[config.mk]
export PLATFORM = sky130hd
export DESIGN_NAME = logic_pipe
export DESIGN_NICKNAME = d
export VERILOG_FILES = /design/src/rtl/logic_pipe.sv
export SDC_FILE = /design/constraint.sdc
export NUM_CORES = 1
export LEC_CHECK = 0
export BUFFER_PORTS_ARGS = -buffer_cell sky130_fd_sc_hd__buf_2
export CAP_MARGIN = 20
export CORE_MARGIN = 4
export CORE_UTILIZATION = 39
export DETAILED_ROUTE_END_ITERATION = 6
export PLACE_DENSITY = 0.73
export SETUP_SLACK_MARGIN = 0.05
export SLEW_MARGIN = 20
export SYNTH_ARGS = -nofsm -noshare
export SYNTH_HDL_FRONTEND = slang
export SYNTH_SLANG_ARGS = --single-unit
[constraint.sdc]
create_clock -name clk -period 1.78 [get_ports clk]
set_input_delay 0.089 -clock clk [delete_from_list [all_inputs] [get_ports clk]]
set_output_delay 0.089 -clock clk [all_outputs]
set_load 0.005 [all_outputs]
[src/rtl/logic_pipe.sv]
// logic_pipe: elastic bitwise-logic pipeline with a saturating hit counter
module logic_pipe #(
  parameter int WIDTH  = 8,
  parameter int STAGES = 2,
  parameter int CNT_W  = 16
) (
  input  logic             clk,
  input  logic             rst_n,
  input  logic             in_valid,
  output logic             in_ready,
  input  logic [WIDTH-1:0] a,
  input  logic [WIDTH-1:0] b,
  input  logic [1:0]       op,
  output logic             out_valid,
  input  logic             out_ready,
  output logic [WIDTH-1:0] c,
  output logic [CNT_W-1:0] hit_cnt,
  input  logic             cnt_clr,
  output logic             busy
);
  logic [STAGES-1:0] v;
  logic [STAGES-1:0] h;
  logic [STAGES-1:0] ld;
  logic [WIDTH-1:0]  r [STAGES];
  logic [WIDTH-1:0]  res;
  logic              hit;
  // stage-1 operation and hit flag
  always_comb begin
    hit = &(a & b);
    res = op == 2'b00 ? a & b :
          op == 2'b01 ? a | b :
          op == 2'b10 ? a ^ b :
          (&a && &b)  ? a & b : '0;
  end
  // a stage can load when out_ready is high or it or any later stage is empty
  always_comb begin
    for (int k = 0; k < STAGES; k++)
      ld[k] = out_ready || |(~v >> k);
  end
  assign in_ready  = rst_n && ld[0];
  assign out_valid = v[STAGES-1];
  assign c         = r[STAGES-1];
  assign busy      = |v;
  // pipeline registers: each stage loads from the one before when free
  always_ff @(posedge clk) begin
    if (!rst_n) begin
      v <= '0;
      h <= '0;
      for (int k = 0; k < STAGES; k++) r[k] <= '0;
    end else begin
      if (ld[0]) begin
        v[0] <= in_valid;
        h[0] <= hit;
        r[0] <= res;
      end
      for (int k = 1; k < STAGES; k++)
        if (ld[k]) begin
          v[k] <= v[k-1];
          h[k] <= h[k-1];
          r[k] <= r[k-1];
        end
    end
  end
  // saturating count of delivered hits; clear wins over increment
  always_ff @(posedge clk) begin
    if (!rst_n || cnt_clr) hit_cnt <= '0;
    else if (out_valid && out_ready && h[STAGES-1] && !(&hit_cnt)) hit_cnt <= hit_cnt + 1'b1;
  end
endmodule

==> results of run 1 <==
[metal layers]
| layer | track usage, % | part of all wire (%) | up-vias |
|---|---|---|---|
| met5 | 0 | 0 | - |
| met4 | 5.94 | 1.7 | 0 |
| met3 | 3.08 | 4.8 | 8 |
| met2 | 22.3 | 48 | 61 |
| met1 | 17.2 | 45 | 943 |
| li1 | - | - | 1017 |
[registers in the layout, indices dropped and copies added, names as in the netlist]
register,count
h,2
hit_cnt,16
r,16
v,2
[where the power goes]
group / total [mW] / internal, mW / switching (mW)
combinational: 0.178 / 0.0785 / 0.0993
clock: 0.537 / 0.272 / 0.265
sequential: 0.897 / 0.890 / 0.00658
[worst reg2reg max path: stages (launching register included)]
cell     delay [ns]
dfxtp_2        0.38
ha_2           0.25
nand4_1        0.14
or4_1          0.50
and3_1         0.20
nor3_1         0.12
[path summary, 6_finish.rpt]
check	startpoint	end	slack, ns	cells after the start
max	hit_cnt[0]	hit_cnt[11]	0.11	5
min reg2reg	hit_cnt[3]	hit_cnt[3]	0.51	2
min	in_valid	v[0]	0.04	3
max reg2reg	hit_cnt[0]	hit_cnt[11]	0.11	5
[layout make-up]
cell class | count | area, um2
clock buffers | 7 | 76.3
clock inverters | 1 | 3.75
fillers | 522 | 2800
inverters | 18 | 67.6
multi-input cells | 176 | 1170
flip-flops and latches | 36 | 886
well taps | 72 | 90.1
repair buffers | 67 | 380
[layout by cell type (no fill, tap or decap), drive strengths merged, types with 5 or more instances in the layout]
| cell type | instances |
|---|---|
| nor3 | 7 |
| nand4 | 14 |
| nand2 | 17 |
| o31ai | 7 |
| buf | 67 |
| nor2b | 8 |
| dfxtp | 20 |
| and2 | 10 |
| nand3 | 13 |
| a31oi | 5 |
| nor4 | 5 |
| ha | 17 |
| clkbuf | 7 |
| edfxtp | 16 |
| or4 | 9 |
| a21oi | 24 |
| nor2 | 11 |
| inv | 18 |
[kinds of logic after synthesis]
family	Yosys count	synth area share, %
simple gates	106	27.5
compound gates	50	14.2
flops	36	40.0
buf+inv	34	7.22
fa+ha+maj	17	9.67
mux	3	1.37
[repair_timing]
action | 4_1_cts | 5_1_grt
endpoints found under the setup margin | 3 | 8
hold endpoints to repair | 0 | 0
hold buffers | 0 | 0
resized for setup | 2 | 5
==> run metrics, run 1 <==
run status=completed; initial antenna violation count=0; die area=6910 um2; crit path capture type=flop; Post-synth top cells=a21oi_1, dfxtp_1, inv_1; Initial Util=40.2%; distinct cell type count of the synthesized netlist=35; Max Fclk=0.600 GHz; total track usage=between 10 and 15%; Hold Fails Final Rpt=0; # nets final=344; Leak=1.16 nW; Slew Limit Fails=0; hold slack=0.0446 ns; Pwr Total=between 1.5 and 2 mW; Yosys warning count=0; post-synthesis sequential area ratio=40.0%; gr ovfl total=0; hpwl dp=3.74 mm; vias in the first global route=roughly 1800; CP cell instances=ha_2 -> nand4_1 -> or4_1 -> and3_1 -> nor3_1; Root Buffer=clkbuf_8; # H-tree levels=2; final setup margin=roughly 0.11 ns; critical path arrival=1.87 ns; worst hold path class=input port to flop; non-filler cells, final=around 380; Setup CP Type=flop to flop; Placed Area=between 2000 and 3000 um2; core area=5470 um2; Finished Core Util=48.8%; layout cells sized above 1=between 20% and 30%; Synth-to-Final Area Change=21.4%; CP max FO=7; Post-CTS Setup Inserts=0; post-route DRC violation count=0; delay of the slowest critical-path stage=approximately 0.5 ns; Die X-Extent=about 83 um; DIE HEIGHT=83.1 um; Ports=50; top_reg_cell synth=dfxtp_1; Setup TNS=0 ns; Bufs and invs on worst path=0; drt via density=roughly 5.4; most common cell in the netlist=a21oi_1; clk_lat worst skew=0.29 ns; First-pass DRT Iterations=4; ant diodes=0; Worst-path clk slew=approximately 0.070 ns; post-synth top area cell=edfxtp_1; post-route cell area=2670 um2; Slew headroom=67.2%; CP startpoint kind=flop; FF+latch count, synth=36; via count=2029; Syn Nets=286; clk_skew=0.0106 ns; slew at the pin with the worst max-slew slack=0.488 ns; row count=27; pre-CTS setup slack=0.0458 ns; FFs w/ async S/R, synth=0%; Critical-path top delay cell=or4_1; Synth area leaders=edfxtp_1, dfxtp_1, ha_1; global-route wire length before repair=7.86 mm; Port Buffer Count=49; DRC marker count from the first detailed-route iteration=71; Setup violations, final=0; Pwr per Cell Area=603 nW/um2; minimum clock period=1.67 ns; Max clock buf depth=2; Synth Cell Area=2200 um2; Tcrit/Tclk final=93.6%; Avg WL per Cell=12.7 um; DRT Wirelength=4.77 mm; cell total after placement=approximately 370; largest net degree at the start of global routing=16; Final GP Congestion=0.838; CTS sink count=36; total CTS buffers=5; worst vdd rail ir drop=between 0.2 and 0.25 mV; cells after synthesis=246; Synth top area share=21.8%; Max-Cap Viols=0; Antenna Violating Nets Remaining=0; WP data required=1.98 ns; syn_area_per_cell=8.94 um2; RSZ-0062 raised after global routing=yes; CTS tree=built; number of synthesized flops with an enable pin=16; delay-heaviest family, CP=simple AND/OR/NAND/NOR gates
No activity file was read; power rests on OpenSTA's default activity.
==> run 2, diff against run 1 <==
--- a/config.mk
+++ b/config.mk
@@ -10,7 +10,7 @@
 export CORE_MARGIN = 4
 export CORE_UTILIZATION = 39
 export DETAILED_ROUTE_END_ITERATION = 6
-export PLACE_DENSITY = 0.73
+export PLACE_DENSITY = 0.63
 export SETUP_SLACK_MARGIN = 0.05
 export SLEW_MARGIN = 20
 export SYNTH_ARGS = -nofsm -noshare
==> run 2 against run 1 <==
Combinational power rose by 3%; clock skew fell by 0.0064 ns; routed wire length rose by 2.0%; highest routed layer unchanged.
==> run metrics, run 2 (synthesis results as in run 1) <==
clk_skew=0.00420 ns (-0.00639 ns); CTS sink count=36 (unchanged); DIE HEIGHT=83.1 um (unchanged); Die X-Extent=83.1 um (unchanged); Initial Util=40.2% (unchanged); die area=6910 um2 (unchanged); hold slack=0.0487 ns (+0.00413 ns); slew at the pin with the worst max-slew slack=0.418 ns (-0.0697 ns); # nets final=348 (+1.2%); crit path capture type=flop; Pwr Total=1.66 mW (+3.0%); Max-Cap Viols=0 (unchanged); switching power=373 uW (+0.45%); Clk pwr share=34.9% (+1.6 points); clk_lat worst skew=0.28 ns (about the same); Setup TNS=0 ns (unchanged); worst vdd rail ir drop=0.290 mV (+19%); Avg WL per Cell=12.8 um (+0.96%); CP startpoint kind=flop; Slew headroom=72.1% (+4.9 points); Logic pwr share=11.0% (about the same); DRC marker count from the first detailed-route iteration=58 (-18%); largest net degree at the start of global routing=15 (-1); initial antenna violation count=0 (unchanged); core area=5470 um2 (unchanged); Seq pwr share=54.1% (-1.5 points); Slew Limit Fails=0 (unchanged); # H-tree levels=2 (unchanged); Leak=1.19 nW (+2.2%); Worst-path clk slew=0.07 ns (about the same); RSZ-0062 raised after global routing=yes; sw frac=22.5% (-0.57 points); critical path arrival=1.84 ns (-0.03 ns); row count=27 (unchanged); pre-CTS setup slack=0.0119 ns (-0.0338 ns); drt via density=5.25 (-2.4%); Placed Area=2610 um2 (+1.2%); cell total after placement=373 (+1.1%); CP cell instances=nand3_1 -> or3_1 -> or4_1 -> a21oi_1; Setup violations, final=0 (unchanged); gr ovfl total=0 (unchanged); total track usage=14.3% (+0.63 points); global-route wire length before repair=8.20 mm (+4.4%); Setup CP Type=flop to flop; via count=2002 (-1.3%); Max clock buf depth=2 (unchanged); worst hold path class=input port to flop; Ports=50 (unchanged); Tcrit/Tclk final=91.9% (-1.7 points); Final GP Congestion=0.824 (-1.8%); vias in the first global route=1777 (+0.40%); WP data required=1.99 ns (about the same); Synth-to-Final Area Change=23.6%; non-filler cells, final=381 (+1.1%); Int Pwr=1.29 mW (+3.8%); delay of the slowest critical-path stage=0.50 ns (about the same); hpwl dp=3.79 mm (+1.2%); leading cell type in the layout, fill and taps excluded=buf_2; most frequent cells in the layout=buf_2, a21oi_1, buf_4; post-route cell area=2720 um2 (+1.8%); First-pass DRT Iterations=4 (unchanged); Max Fclk=0.611 GHz (+1.8%); DRT Wirelength=4.87 mm (+2.0%); ant diodes=0 (unchanged); final setup margin=0.145 ns (+0.0299 ns); Fill cells=559 (+7.1%); run status=completed; Finished Core Util=49.7% (+0.87 points); Post-CTS Setup Inserts=0 (unchanged); layout cells sized above 1=27.8% (+0.62 points); Root Buffer=clkbuf_8; Pwr per Cell Area=611 nW/um2 (+1.2%); CP max FO=8 (+1); Port Buffer Count=49 (unchanged); total CTS buffers=5 (unchanged); Hold Fails Final Rpt=0 (unchanged); Antenna Violating Nets Remaining=0 (unchanged); CTS tree=built; Critical-path top delay cell=or3_1; minimum clock period=1.64 ns (-0.0299 ns); top flop regs=hit_cnt: 16 flops, r: 16 flops; post-route DRC violation count=0 (unchanged)
run 2: per-layer routing:
| metal | global-route usage, % | vias up | part of all wire [%] |
|---|---|---|---|
| met5 | 0 | - | 0 |
| met4 | 4.90 | 0 | 1.6 |
| met3 | 3.67 | 6 | 5.5 |
| met2 | 22.5 | 56 | 46 |
| met1 | 18.9 | 910 | 46 |
| li1 | - | 1030 | - |
run 2: area by class of cell:
class | instances | area (um2) | area share [%]
Multi-Input combinational cell | 176 | 1180 | 43.3
Sequential cell | 36 | 883 | 32.5
Timing Repair Buffer | 71 | 410 | 15.1
Clock buffer | 8 | 90.1 | 3.31
Tap cell | 72 | 90.1 | 3.31
Inverter | 18 | 67.6 | 2.49
run 2: power groups by stage:
stage / clock, mW / combinational, mW / sequential (mW)
after floorplan: 0 / 0.116 / 0.914
after global placement: 0 / 0.179 / 0.916
after detailed placement: 0 / 0.182 / 0.916
after CTS: 0.601 / 0.184 / 0.898
after global routing: 0.644 / 0.209 / 0.900
final: 0.579 / 0.183 / 0.898
run 2: final timing paths:
| kind | startpoint | to | slack [ns] | cells after the start |
|---|---|---|---|---|
| max | v[1] | hit_cnt[13] | 0.14 | 4 |
| min | in_valid | v[0] | 0.05 | 3 |
| max reg2reg | v[1] | hit_cnt[13] | 0.14 | 4 |
| min reg2reg | hit_cnt[13] | hit_cnt[13] | 0.51 | 2 |
run 2: worst max-delay path: cells and delay by family (launching register included):
| kind | cells | cell delay (ns) |
|---|---|---|
| AO/OA/AOI/OAI | 1 | 0.14 |
| AND/OR/NAND/NOR | 3 | 1.05 |
| flip-flops | 1 | 0.37 |
run 2: what timing repair did:
item,in CTS,in global routing
pin swaps,0,0
hold buffers,0,0
resized for setup,1,5
setup endpoints to repair,2,10
hold endpoints to repair,0,0
==> run 3, diff against run 2 <==
--- a/config.mk
+++ b/config.mk
@@ -5,6 +5,7 @@
 export SDC_FILE = /design/constraint.sdc
 export NUM_CORES = 1
 export LEC_CHECK = 0
+export ABC_CLOCK_PERIOD_IN_PS = 1780
 export BUFFER_PORTS_ARGS = -buffer_cell sky130_fd_sc_hd__buf_2
 export CAP_MARGIN = 20
 export CORE_MARGIN = 4
==> constraint.sdc (replaced) <==
create_clock -name clk -period 1.78 [get_ports clk]
set_input_delay 0.267 -clock clk [delete_from_list [all_inputs] [get_ports clk]]
set_output_delay 0.267 -clock clk [all_outputs]
set_load 0.005 [all_outputs]
==> run 3 against run 2 <==
Sequential share of layout area grew 0.30 points; combinational power about the same; via count is 2.2% lower; global-route usage grew 0.22 points; clock power down 5.2%; critical path depth up 1; critical endpoint is now in_ready.
==> run metrics, run 3 (synthesis results as in run 1) <==
run status=completed; # hold bufs at CTS=0 (unchanged); pre-CTS setup slack=0.0197 ns (+0.00776 ns); gr ovfl total=0 (unchanged); Antenna Violating Nets Remaining=0 (unchanged); clk_skew=0.00331 ns (-0.000892 ns); Port Buffer Count=49 (unchanged); Initial Util=40.2% (unchanged); switching power=381 uW (+2.3%); hpwl dp=3.84 mm (+1.3%); top flop regs=hit_cnt: 16 flops, r: 16 flops; DIE HEIGHT=83.1 um (unchanged); CTS tree=built; worst hold path class=input port to flop; Setup TNS=0 ns (unchanged); Finished Core Util=49.2% (-0.46 points); Slew Limit Fails=0 (unchanged); post-route cell area=2690 um2 (-0.92%); DRT Wirelength=4.91 mm (+0.97%); global-route wire length before repair=8.25 mm (+0.59%); Max Fclk=0.621 GHz (+1.6%); Tcrit/Tclk final=90.4% (-1.5 points); DRC marker count from the first detailed-route iteration=40 (-31%); Setup violations, final=0 (unchanged); final setup margin=0.171 ns (+0.0264 ns); Ports=50 (unchanged); Hold Fails Final Rpt=0 (unchanged); Placed Area=2580 um2 (-1.2%); leading cell type in the layout, fill and taps excluded=buf_2; Seq pwr share=55.2% (+1.1 points); Die X-Extent=83.1 um (unchanged); minimum clock period=1.61 ns (-0.0264 ns); worst vdd rail ir drop=0.326 mV (+12%); critical path arrival=1.34 ns (-0.50 ns); ant diodes=0 (unchanged); total track usage=14.5% (+0.22 points); CTS sink count=36 (unchanged); RSZ-0062 raised after global routing=no; die area=6910 um2 (unchanged); cell total after placement=369 (-1.1%); initial antenna violation count=0 (unchanged); Pwr Total=1.63 mW (-2.0%); CP max FO=11 (+3); Clk pwr share=33.8% (-1.1 points); Setup CP Type=flop to output port; clk_lat worst skew=0.28 ns (about the same); crit path capture type=output port; row count=27 (unchanged); core area=5470 um2 (unchanged); Final GP Congestion=0.813 (-1.2%); hold slack=0.212 ns (+0.163 ns); Bufs and invs on worst path=2 (+2); total CTS buffers=5 (unchanged); WP data required=1.51 ns (-0.48 ns); Logic pwr share=11.1% (about the same); # nets final=344 (-1.1%); Fill cells=572 (+2.3%); Avg WL per Cell=13.0 um (+2.0%); First-pass DRT Iterations=4 (unchanged); delay-heaviest family, CP=simple AND/OR/NAND/NOR gates; post-route DRC violation count=0 (unchanged); drt via density=5.19 (-1.2%); vias in the first global route=1779 (+0.11%); Pwr per Cell Area=604 nW/um2 (-1.1%); Max-Cap Viols=0 (unchanged); CP startpoint kind=flop; slew at the pin with the worst max-slew slack=0.468 ns (+0.0503 ns); largest net degree at the start of global routing=16 (+1); Max clock buf depth=2 (unchanged); most frequent cells in the layout=buf_2, a21oi_1, dfxtp_1, buf_4, inv_1; Synth-to-Final Area Change=22.5%; via count=1958 (-2.2%); CP cell instances=nor2b_2 -> nand2_1 -> nand2_2 -> inv_2 -> buf_2; Leak=1.17 nW (-1.8%); non-filler cells, final=377 (-1.0%); Slew headroom=68.5% (-3.6 points); Int Pwr=1.24 mW (-3.3%); Root Buffer=clkbuf_8; Worst-path clk slew=0.07 ns (about the same); delay of the slowest critical-path stage=0.36 ns (-0.14 ns); Critical-path top delay cell=dfxtp_1; layout cells sized above 1=28.2% (+0.37 points); sw frac=23.4% (+0.99 points); # H-tree levels=2 (unchanged)
[run 3: power groups by stage]
stage | Clock, mW | Combinational, mW | Sequential [mW]
floorplan | 0 | 0.116 | 0.914
global placement | 0 | 0.177 | 0.916
detailed placement | 0 | 0.180 | 0.916
CTS | 0.568 | 0.181 | 0.897
global route | 0.618 | 0.204 | 0.899
finish | 0.549 | 0.180 | 0.897
[run 3: area by class of cell]
| type | instances | area, um2 | share of cell area (%) |
|---|---|---|---|
| Clock inverter | 1 | 5.00 | 0.186 |
| Inverter | 18 | 67.6 | 2.51 |
| Tap cell | 72 | 90.1 | 3.34 |
| Timing Repair Buffer | 67 | 380 | 14.1 |
| Clock buffer | 7 | 76.3 | 2.83 |
| Sequential cell | 36 | 883 | 32.8 |
| Multi-Input combinational cell | 176 | 1190 | 44.2 |
[run 3: worst min-delay path, stage by stage]
cell and delay, ns:
buf_2 0.08, a21oi_1 0.03, nor2b_1 0.08
[run 3: worst paths after layout]
path | from | endpoint | slack (ns) | cells after the start
hold / removal | in_valid | v[0] | 0.21 | 3
setup / recovery | v[1] | in_ready | 0.17 | 5
setup reg to reg | hit_cnt[5] | hit_cnt[15] | 0.19 | 4
hold reg to reg | r[0][5] | r[0][13] | 0.52 | 1
[run 3: timing repair]
item / CTS / global route
endpoints found under the setup margin: 5 / 8
resized for setup: 4 / 6
gates cloned: 0 / 0
buffers inserted: 0 / 0
[run 3: metal layers]
metal	wire (um)	GRT usage, %
met3	233	3.87
met5	0	0
met2	2350	23.7
met4	75	5.50
met1	2260	18.2
